$ cat src/rtl/cpu_branch_unit.sv
// Execute-stage branch resolver for RV32I conditional branches, JAL and JALR.
// It drives the compare ALU's signedness select and uses the ALU's eq/lt
// results to decide taken/not-taken. It computes the redirect target and the
// link value (pc+4). The result goes into a one-entry valid/ready output stage
// that feeds writeback.
//
// Ports:
//   clk_i, rst_i           clock (rising edge), async active-high reset
//   in_valid_i/in_ready_o  upstream handshake
//   op_i                   0=none, 1=cond branch, 2=JAL, 3=JALR
//   funct3_i               branch condition encoding
//   pc_i, imm_i, rs1_i     operands for target and link arithmetic
//   compare_unsigned_o     to ALU: unsigned compare select (combinational)
//   compare_eq_i/_lt_i     from ALU: compare results
//   flush_i                kill held result, block acceptance
//   out_valid_o/ready_i    downstream handshake
//   taken_o, link_o        registered result
//   redirect_o             one-cycle fetch redirect pulse
//   redirect_pc_o          redirect target
//   misaligned_o           taken target with bit1 set (redirect suppressed)
//   illegal_o              conditional branch with funct3 010/011
module cpu_branch_unit #(
  parameter logic [31:0] RESET_PC_LINK = 32'h0000_0000
) (
  input  logic        clk_i,
  input  logic        rst_i,
  input  logic        in_valid_i,
  output logic        in_ready_o,
  input  logic [1:0]  op_i,
  input  logic [2:0]  funct3_i,
  input  logic [31:0] pc_i,
  input  logic [31:0] imm_i,
  input  logic [31:0] rs1_i,
  output logic        compare_unsigned_o,
  input  logic        compare_eq_i,
  input  logic        compare_lt_i,
  input  logic        flush_i,
  output logic        out_valid_o,
  input  logic        out_ready_i,
  output logic        taken_o,
  output logic [31:0] link_o,
  output logic        redirect_o,
  output logic [31:0] redirect_pc_o,
  output logic        misaligned_o,
  output logic        illegal_o
);

  localparam int unsigned XLEN = 32;

  localparam logic [1:0] OP_NONE   = 2'd0;
  localparam logic [1:0] OP_BRANCH = 2'd1;
  localparam logic [1:0] OP_JAL    = 2'd2;
  localparam logic [1:0] OP_JALR   = 2'd3;

  logic            accept;
  logic            cond_taken;
  logic            cond_illegal;
  logic            raw_taken;
  logic            dec_illegal;
  logic            dec_misaligned;
  logic            final_taken;
  logic [XLEN-1:0] target;
  logic [XLEN-1:0] link;

  // funct3[1] selects unsigned compare (BLTU/BGEU); it does not depend on op or valid
  assign compare_unsigned_o = funct3_i[1];

  assign in_ready_o = !flush_i && (!out_valid_o || out_ready_i);
  assign accept     = in_valid_i && in_ready_o;

  // Conditional branch decode from the ALU compare results
  always_comb begin
    cond_taken   = 1'b0;
    cond_illegal = 1'b0;
    case (funct3_i)
      3'b000:          cond_taken = compare_eq_i;
      3'b001:          cond_taken = !compare_eq_i;
      3'b100, 3'b110:  cond_taken = compare_lt_i;
      3'b101, 3'b111:  cond_taken = !compare_lt_i;
      default:         cond_illegal = 1'b1;
    endcase
  end

  // Op decode, target and link arithmetic (mod 2^32)
  always_comb begin
    raw_taken   = 1'b0;
    dec_illegal = 1'b0;
    target      = pc_i + imm_i;
    link        = pc_i + XLEN'(4);
    case (op_i)
      OP_NONE: raw_taken = 1'b0;
      OP_BRANCH: begin
        raw_taken   = cond_taken;
        dec_illegal = cond_illegal;
      end
      OP_JAL:  raw_taken = 1'b1;
      OP_JALR: begin
        raw_taken = 1'b1;
        target    = (rs1_i + imm_i) & ~XLEN'(1);
      end
      default: raw_taken = 1'b0;
    endcase
  end

  // A taken transfer to a halfword-only aligned target becomes an exception.
  // Target bit1 on a not-taken branch does not matter.
  assign dec_misaligned = raw_taken && target[1];
  assign final_taken    = raw_taken && !target[1];

  // One-entry output stage. The redirect pulse fires only on the cycle after
  // an accept. A held result never re-asserts it.
  always_ff @(posedge clk_i or posedge rst_i) begin
    if (rst_i) begin
      out_valid_o   <= 1'b0;
      taken_o       <= 1'b0;
      link_o        <= RESET_PC_LINK;
      redirect_o    <= 1'b0;
      redirect_pc_o <= RESET_PC_LINK;
      misaligned_o  <= 1'b0;
      illegal_o     <= 1'b0;
    end else begin
      redirect_o <= accept && final_taken;
      if (flush_i) begin
        out_valid_o <= 1'b0;
      end else if (accept) begin
        out_valid_o   <= 1'b1;
        taken_o       <= final_taken;
        link_o        <= link;
        redirect_pc_o <= target;
        misaligned_o  <= dec_misaligned;
        illegal_o     <= dec_illegal;
      end else if (out_ready_i) begin
        out_valid_o <= 1'b0;
      end
    end
  end

endmodule

$ cat config.mk
export PLATFORM = sky130hd
export DESIGN_NAME = cpu_branch_unit
export DESIGN_NICKNAME = d
export VERILOG_FILES = /design/src/rtl/cpu_branch_unit.sv
export SDC_FILE = /design/constraint.sdc
export NUM_CORES = 1
export LEC_CHECK = 0
export CAP_MARGIN = 20
export CORE_ASPECT_RATIO = 0.6
export CORE_MARGIN = 10
export CORE_UTILIZATION = 32
export CTS_BUF_LIST = sky130_fd_sc_hd__clkbuf_8
export DETAILED_ROUTE_END_ITERATION = 16
export GPL_TIMING_DRIVEN = 0
export PLACE_DENSITY_LB_ADDON = 0.2
export SYNTH_ARGS = -nofsm -noshare
export SYNTH_HDL_FRONTEND = slang
export SYNTH_SLANG_ARGS = --single-unit
export TNS_END_PERCENT = 5
$ cat constraint.sdc
create_clock -name clk_i -period 2.6 [get_ports clk_i]
set_input_delay 0.52 -clock clk_i [delete_from_list [all_inputs] [get_ports clk_i]]
set_output_delay 0.52 -clock clk_i [all_outputs]
set_load 0.05 [all_outputs]
==> results by group, run 1 <==
Run status
  – Failing checks: negative setup slack
  – Status: finished, violations left

CTS
  – # clock sinks: 69
  – Reg clk slew, reported paths: 0.08 ns
  – CTS Buf Count: 9
  – Clock Tree Buf Depth: 2
  – CTS tree: yes
  – Root Buffer: clkbuf_8
  – Worst-skew pair later-pin latency: 0.38 ns
  – # H-tree levels: 3

Logic synthesis
  – Synth Area in XOR/XNOR: 10.20%
  – Post-Syn Instances: 800
  – Mapped Nets: 972
  – Ranking of synthesized cells by area: dfrtp_1, ha_1, nand2_1
  – Fraction of registers with async set/reset: 100.0%
  – Most common cell in the netlist: nand2_1
  – Area leader, netlist: dfrtp_1
  – Post-synthesis adder-cell area fraction: 12.66%
  – Compound-gate portion of the synthesized area: 27.15%
  – Sequential area share after synthesis: 26.80%
  – Flops & latches, synth: 69
  – YS warnings: 0
  – Avg Cell Area, Syn: roughly 8.1 um2
  – Multiplexer share of the synthesized area: 0.9322%
  – Post-synth top area share: a little over a quarter
  – Post-synth EDFFs: 0
  – Most common flop cell mapped by yosys: dfrtp_1
  – Post-synth top cells: nand2_1, o21ai_0, a21oi_1, dfrtp_1, ha_1
  – Post-synthesis simple-gate area fraction: 19.63%
  – Synthesized area: 6442 um2
  – Yosys cell types: between 60 and 70
  – Largest family of logic cells by synthesized area: compound AO/OA/AOI/OAI gates

Detailed routing
  – Number of routed nets with antenna violations: 0
  – Remaining DRCs: 0
  – Total length of routed wires: 26,970 um
  – Initial DRT Pass Iterations: 5
  – Via count: 6,975
  – Via density: 5.403
  – Mean routed wirelength per cell: 20.89 um
  – Initial drt markers: 524

STA
  – Headroom to the max-slew limit: 51.47%
  – Crit share post-route: 104.4%
  – Hold WS: 0.3655 ns
  – Final setup vio count: 9
  – Final slew viol count: 0
  – PnR worst setup slack: -0.1148 ns
  – Hold Vio Cnt, Final: 0
  – Worst-margin pin slew: between 0.7 and 0.8 ns
  – Max Freq: 0.3683 GHz
  – Final min period: between 2 and 3 ns
  – Clock Skews: about 0.011 ns
  – Unrepaired setup endpoints after global routing: true

Setup path
  – CP Data Arrival Time: between 2 and 3 ns
  – Reg-to-reg startpoint: out_valid_o
  – Data required, critical path: 2.85 ns
  – Startpoint types: input pin
  – Critical Path End Type: register
  – Max FO, Critical Path: 5
  – Crit path kind: input pin to register
  – Critical path startpoint: imm_i[8]

Min path
  – Min-delay worst type: input pin to asynchronous set/reset pin

Place
  – Hpwl dp: around 21,000 um
  – Placer Congestion: 0.9162
  – IO buf count: 178
  – DP Worst Slack: -1.141 ns
  – Placed Instances: approximately 1.3k
  – Cell Area, Placed: 8636 um2

Power
  – Power, Total: 5342 uW
  – VDD IR max: 0.2160 mV
  – Pwr/cell area: 552.3 nW/um2
  – Leak Pwr: a little over 0.004 uW

Die
  – Initial Utilization: 32.42%
  – Std-Cell Rows: 40
  – Die height: 129.9 um
  – Die footprint: 26,390 um2
  – Die W: between 200 and 250 um
  – Core Box Area: 19,870 um2
  – Boundary Pins: about 180

Global routing
  – Vias in the first global route: around 6.6k
  – Largest net degree at the start of global routing: 67
  – Total GRT Usage: about 20%
  – First-pass GRT wire length: 40,160 um
  – Antenna violations before repair: 1
  – Total gr overflow: 0

Final layout
  – Fin cells: 1,291
  – Final nets: 1,186
  – Area Overhead vs Synth: 50.15%
  – Ant. Diodes: 0
  – Layout fillers: 1,939
  – Fin area: 9673 um2
  – Share of layout cells above drive strength 1: 17.19%

Run
  – Maxcap violations: 0
## flip-flops by register name (all words and copies together) (netlist names)
name	cells
taken_o	1
out_valid_o	1
redirect_o	1
illegal_o	1
redirect_pc_o	32
link_o	32
misaligned_o	1
## layer usage
| layer | GRT usage (%) | share of wire [%] | up-vias |
|---|---|---|---|
| met4 | 2.620 | 0.77 | 2 |
| met3 | 4.531 | 7.7 | 21 |
| met5 | 0 | 0.026 | - |
| li1 | - | - | 3329 |
| met1 | 30.08 | 51 | 3344 |
| met2 | 28.05 | 40 | 279 |
## area by class of cell
cell class	instances	area [um2]	share of cell area, %
plain buffers	26	107.6	1.112
clock buffers	12	165.2	1.707
clock inverters	3	67.56	0.6985
inverters	17	66.31	0.6856
multi-input cells	687	5271	54.49
flip-flops and latches	69	1727	17.85
well taps	273	341.6	3.531
repair buffers	204	1927	19.92
## critical path, stage by stage
cell and delay, ns:
clkdlybuf4s15_2 0.24, ha_4 0.26, and3_4 0.20, a211oi_2 0.21, a21boi_4 0.28, o31ai_4 0.10, buf_6 0.14, buf_4 0.13
a21oi_4 0.13, a21oi_2 0.08, or4_1 0.47, nand4_1 0.11, o211ai_1 0.08
## cells in the final DEF (no fill, tap or decap), types with 9 or more instances in the layout
cell type        count
xnor2_1             32
and2_1               9
a21oi_2             16
xor2_1              41
clkbuf_8            12
nor2_1              57
nand3_1             20
a21oi_1             55
dlygate4sd2_1       27
a21o_1              27
o21a_1               9
nand2_1            116
clkbuf_2            12
ha_4                30
buf_4               24
inv_1               15
nor2b_1              9
o21ai_0             72
nand4_1             12
o21ai_1              9
clkbuf_1            18
ha_1                26
clkdlybuf4s50_1    121
dfrtp_1             69
## metrics by stage
step | setup TNS [ns] | utilization, %
floorplan | -0.1900 | -
global placement | -108.19 | 43.31
detailed placement | -36.25 | 43.46
CTS | -0.7979 | 47.90
global route | -1.842 | 48.68
finish | -0.4786 | 48.68
## what timing repair did
| action | in CTS | in global routing |
|---|---|---|
| resized for setup | 175 | 53 |
| setup buffers | 17 | 8 |
| pin swaps | 43 | 29 |
| endpoints found under the setup margin | 41 | 35 |
| hold buffers | 0 | 0 |
## final timing paths
check                           slack (ns)  cells after the start                 to
worst max-delay path                 -0.11                     13  redirect_pc_o[24]
worst min-delay path                  0.37                      2         link_o[27]
worst max register to register        0.06                      8  redirect_pc_o[31]
worst min register to register        0.47                      2   redirect_pc_o[0]
max in group asynchronous             1.70                      3  redirect_pc_o[17]
min in group clk_i                    0.47                      2   redirect_pc_o[0]
## kinds of logic after synthesis
| family | Yosys count |
|---|---|
| adder cells (fa/ha/maj) | 64 |
| flip-flops | 69 |
| AO/OA/AOI/OAI | 269 |
| XOR/XNOR | 75 |
| AND/OR/NAND/NOR | 273 |
| multiplexers | 6 |
| buffers and inverters | 44 |
## power breakdown
part | switching [uW] | internal, uW | leakage, uW
clock network | 445 | 614 | 0.000115
registers | 130 | 1270 | 0.000850
logic | 1770 | 1110 | 0.00308
(Power assumes the default switching activity.)
==> inputs of run 2 (changes only) <==
==> constraint.sdc (replaced) <==
create_clock -name clk_i -period 2.35 [get_ports clk_i]
set_input_delay 0.47 -clock clk_i [delete_from_list [all_inputs] [get_ports clk_i]]
set_output_delay 0.47 -clock clk_i [all_outputs]
set_load 0.05 [all_outputs]
==> run 2 against run 1 <==
Compared with the run above:
- utilization is 1.6 points higher
- combinational power grew 16%
- clock-buffer cell count shrank 2
- clock skew decreased by 0.0051 ns
- sequential power is 11% higher
- hold slack lost 0.058 ns
- the flow still finishes with violations (negative setup slack)
- global-route usage is 0.34 points higher
- largest cell class unchanged
==> results by group, run 2 (synthesis gave the netlist of run 1 again) <==
Detailed routing
  – Initial DRT Pass Iterations: 4
  – Mean routed wirelength per cell: roughly 21 um
  – Via count: 6,957
  – Remaining DRCs: 0
  – Number of routed nets with antenna violations: 0
  – Initial drt markers: between 500 and 600
  – Total length of routed wires: 27,510 um
  – Via density: between 5 and 6

STA
  – Final setup vio count: 10
  – Setup tns final: -0.9252 ns
  – Clock Skews: 0.006022 ns
  – Headroom to the max-slew limit: around 46%
  – Max Freq: just under 0.4 GHz
  – Final slew viol count: 0
  – Unrepaired setup endpoints after global routing: true
  – Hold Vio Cnt, Final: 0
  – Worst-margin pin slew: 0.8057 ns
  – Crit share post-route: 109.4%
  – Hold WS: roughly 0.3 ns
  – Final min period: about 2.6 ns
  – PnR worst setup slack: -0.2208 ns

CTS
  – # H-tree levels: 3
  – Root Buffer: clkbuf_8
  – # clock sinks: 69
  – Clock Tree Buf Depth: 2
  – Hold-fix buffer count after cts: 0
  – Worst-skew pair later-pin latency: 0.37 ns
  – CTS tree: yes
  – Reg clk slew, reported paths: 0.08 ns
  – CTS Buf Count: 9

Final layout
  – Most frequent cells in the layout: nand2_1, clkdlybuf4s50_1, o21ai_0, dfrtp_1, nor2_1
  – Top flop regs: link_o x32, redirect_pc_o x32
  – Area Overhead vs Synth: 55.18%
  – Fin cells: between 1k and 1.5k
  – Layout fillers: 1,953
  – Post-layout util: 50.31%
  – Ant. Diodes: 0
  – Share of layout cells above drive strength 1: 24.73%
  – Leading cell type in the layout, fill and taps excluded: nand2_1
  – Final nets: 1,203

Global routing
  – Largest net degree at the start of global routing: 54
  – Antenna violations before repair: 1
  – Total GRT Usage: about a fifth
  – First-pass GRT wire length: 40,920 um
  – Total gr overflow: 0
  – Vias in the first global route: 6,891

Power
  – VDD IR max: roughly 0.23 mV
  – Pwr/cell area: roughly 580 nW/um2
  – Leak Pwr: 0.004145 uW

Setup path
  – Crit path kind: input pin to register
  – Critical Path, Cell by Cell: clkdlybuf4s15_2, ha_4, o21a_1, o221a_4, and4_4, o21a_4, a31oi_4, o311a_4, o21a_1, o211ai_1, o211ai_1
  – Crit-path slowest cell: o311a_4
  – CP Data Arrival Time: 2.80 ns
  – Peak per-stage delay on the critical path: a little under 0.4 ns
  – Data required, critical path: 2.58 ns
  – Max FO, Critical Path: 5
  – CP bufs+invs: 1
  – Top delay family on crit path: compound AO/OA/AOI/OAI gates
  – Critical Path End Type: register
  – Startpoint types: input pin

Die
  – Die W: 203.2 um
  – Boundary Pins: between 150 and 200
  – Die footprint: 26,390 um2
  – Initial Utilization: 32.42%
  – Core Box Area: slightly below 20,000 um2
  – Std-Cell Rows: 40
  – Die height: roughly 130 um

Place
  – Placer Congestion: 0.9130
  – Placed Instances: around 1.3k
  – Hpwl dp: 21,380 um
  – IO buf count: 178

Run status
  – Status: finished, violations left
  – Failing checks: negative setup slack

Run
  – Maxcap violations: 0

Min path
  – Min-delay worst type: input pin to register
-- run 2: worst reg2reg max path, cell delays in order, from the launching register on --
cell and delay (ns):
dfrtp_1 0.37, nor2b_1 0.15, nor2_2 0.12, nand2_1 0.11
clkbuf_1 0.25, nor2_1 0.69, nand2_1 0.13, a21oi_1 0.15
o211ai_1 0.16, o211ai_1 0.12
-- run 2: layout make-up --
cell class	instances	area, um2	area share [%]
multi-input combinational	687	5578	55.79
timing repair buffer	227	2033	20.34
sequential	69	1727	17.27
tap	273	341.6	3.417
clock buffer	10	137.6	1.377
buffer	20	86.33	0.8636
inverter	17	66.31	0.6633
clock inverter	5	27.53	0.2753
-- run 2: path summary, 6_finish.rpt --
check | from | end | slack, ns | cells after the start
max in group asynchronous | rst_i | redirect_pc_o[21] | 1.41 | 3
min | pc_i[0] | link_o[0] | 0.31 | 3
min reg2reg | link_o[6] | link_o[6] | 0.48 | 2
max reg2reg | out_valid_o | redirect_pc_o[29] | 0.02 | 9
min in group asynchronous | rst_i | redirect_pc_o[2] | 0.39 | 2
max | rs1_i[3] | redirect_pc_o[29] | -0.22 | 11
-- run 2: stage by stage --
step | area, um2 | total power (uW) | setup slack [ns]
after floorplan | 6661 | 3419 | -0.1701
after global placement | 8785 | 4497 | -1.314
after detailed placement | 8815 | 4525 | -1.298
after CTS | 9704 | 5650 | -0.2041
after global routing | 9997 | 6101 | -0.2019
final | 9997 | 5794 | -0.2208
-- run 2: power by group --
part	total, uW	switching (uW)	internal (uW)	leakage [uW]
combinational	3350	2030	1320	0.00321
clock	893	494	398	0.0000877
sequential	1550	145	1410	0.000850
total	5790	2670	3130	0.00415
-- run 2: repair_timing --
action | CTS | global route
pin swaps | 60 | 56
buffers inserted | 36 | 12
resized for setup | 252 | 106
setup endpoints to repair | 64 | 63
-- run 2: layer usage --
metal	routed length, um	vias to the layer above	track usage, %
met5	8	-	0
met2	11080	256	28.65
met4	157	2	2.926
met3	2131	12	4.481
li1	-	3356	-
met1	14130	3331	30.50
==> variant, RTL diff (settings of run 1) <==
Remove the register `redirect_o`: a continuous assignment takes its place, so the output `redirect_o` follows one clock earlier. Comments in the files are not updated.
--- a/src/rtl/cpu_branch_unit.sv
+++ b/src/rtl/cpu_branch_unit.sv
@@ -116,3 +116,2 @@
       link_o        <= RESET_PC_LINK;
-      redirect_o    <= 1'b0;
       redirect_pc_o <= RESET_PC_LINK;
@@ -121,3 +120,2 @@
     end else begin
-      redirect_o <= accept && final_taken;
       if (flush_i) begin
@@ -137,2 +135,4 @@
 
+  assign redirect_o = accept && final_taken;
+
 endmodule
Check against the original RTL: not equivalent (Yosys sat finds a counterexample within 4 cycles, from zero or initial values and one cycle with rst_i high).
==> variant against run 1 <==
  * The flow still finishes with violations (setup timing)
  * Final cell count down 4.3%
  * Clock power decreased by 4%
  * Hold slack gained 20 ps
  * Non-clock buffer count stayed put
  * Power fell by 0.99%
  * Wire length fell by 3.0%
  * Area after synthesis is 3.8% lower
  * First-iteration DRC count up 4.8%
  * Cell area fell by 1.2%
  * Clock skew shrank 2.1 ps
  * Highest routed layer is now met4
  * Core utilization increased by 1.5 points
  * Worst setup slack improved by 11 ps
  * Critical path depth down 2
  * Sequential cell count down 1
==> variant: results (changes against run 1) <==
The library cell contributing the largest single delay on the critical path is a221o_2 (was or4_1). The length of routed met3 wiring was 2700 µm (was 2080 µm). The total of endpoints with negative setup slack in the final report is 8 (was 9). The number of distinct library cells after synthesis came out at 62 (was 67). The mean instance size in the synthesized netlist is 8.08 µm² (was 8.05 µm²). The overall global routing resource usage is 20.0% (was 19.8%). The wire length on met1 is 13,000 µm (was 13,800 µm). The worst vdd rail ir drop is 0.238 mV (was 0.216 mV). The routed wire length on met2 is 10,200 µm (was 10,800 µm). The first-pass GRT wire length came out at 38,800 µm (was 40,200 µm). The wire length after detailed routing came to 26,200 µm (was 27,000 µm). The largest net degree at the start of global routing came out at 38 (was 67). Status: finished with violations (unchanged). The cell internal power dissipation is 2920 µW (was 2990 µW). The net count after synthesis came out at 939 (was 972).

The share of post-route cells with drive strength above 1 came out at 19.8% (was 17.2%). The leakage dissipation came out at 0.00400 µW (was 0.00404 µW). Violated checks: setup timing (unchanged).

The number of nets in the final layout was 1,156 (was 1,186). The class of the tightest hold or removal check is in2reg (was in2async). The met3 track demand over resource was 6.58% (was 4.53%).

The switching part of the total power came to 44.7% (was 44.0%). The register area share after synthesis came out at 27.5% (was 26.8%). The largest fanout of any net on the critical path came out at 6 (was 5). The worst setup slack after layout is -104 ps (was -115 ps).

The highest signal layer in the routed design is met4 (was met5).
variant: cell type report:
type | instances | area share, %
Timing Repair Buffer | 209 | 20.2
Inverter | 21 | 0.851
Clock buffer | 9 | 1.30
Multi-Input combinational cell | 654 | 54.7
Tap cell | 246 | 3.22
Sequential cell | 68 | 17.8
Clock inverter | 7 | 1.03
Buffer | 21 | 0.930
variant: what timing repair did:
item                                    in CTS  in global routing
setup buffers                               18                 12
pin swaps                                   45                 44
resized for setup                          212                 80
endpoints found under the setup margin      31                 39
variant: final timing paths:
| kind | endpoint | slack (ps) | start |
|---|---|---|---|
| worst max-delay path | redirect_pc_o[27]$_DFFE_PP0P_ | -100 | pc_i[4] |
| worst min-delay path | link_o[0]$_DFFE_PP0P_ | 390 | pc_i[0] |
| worst max register to register | redirect_pc_o[8]$_DFFE_PP0P_ | 350 | out_valid_o$_DFFE_PP0P_ |
| worst min register to register | redirect_pc_o[4]$_DFFE_PP0P_ | 480 | redirect_pc_o[4]$_DFFE_PP0P_ |
| max in group asynchronous | redirect_pc_o[12]$_DFFE_PP0P_ | 1510 | rst_i |
| min in group asynchronous | link_o[15]$_DFFE_PP0P_ | 520 | rst_i |
variant: cell families (layout without fill, tap and decap cells):
group           count (synthesis)  in the layout  synth area share [%]
fa+ha+maj                      64             64                  13.2
flops                          68             68                  27.5
simple gates                  272            272                  20.4
mux                             5              5                 0.828
compound gates                233            233                  24.1
buf+inv                        45            267                  2.81
xor+xnor                       80             80                  11.3
variant: through the flow:
stage	worst slack, ps	setup TNS, ps	cell area (µm²)	util, %
final	-104	-400	9550	50.2
after global placement	-1350	-107960	8420	44.2
after floorplan	-85.7	-549	6330	-
after detailed placement	-1320	-35080	8440	44.3
after CTS	-49.7	-181	9320	49.0
after global routing	-147	-1390	9550	50.2
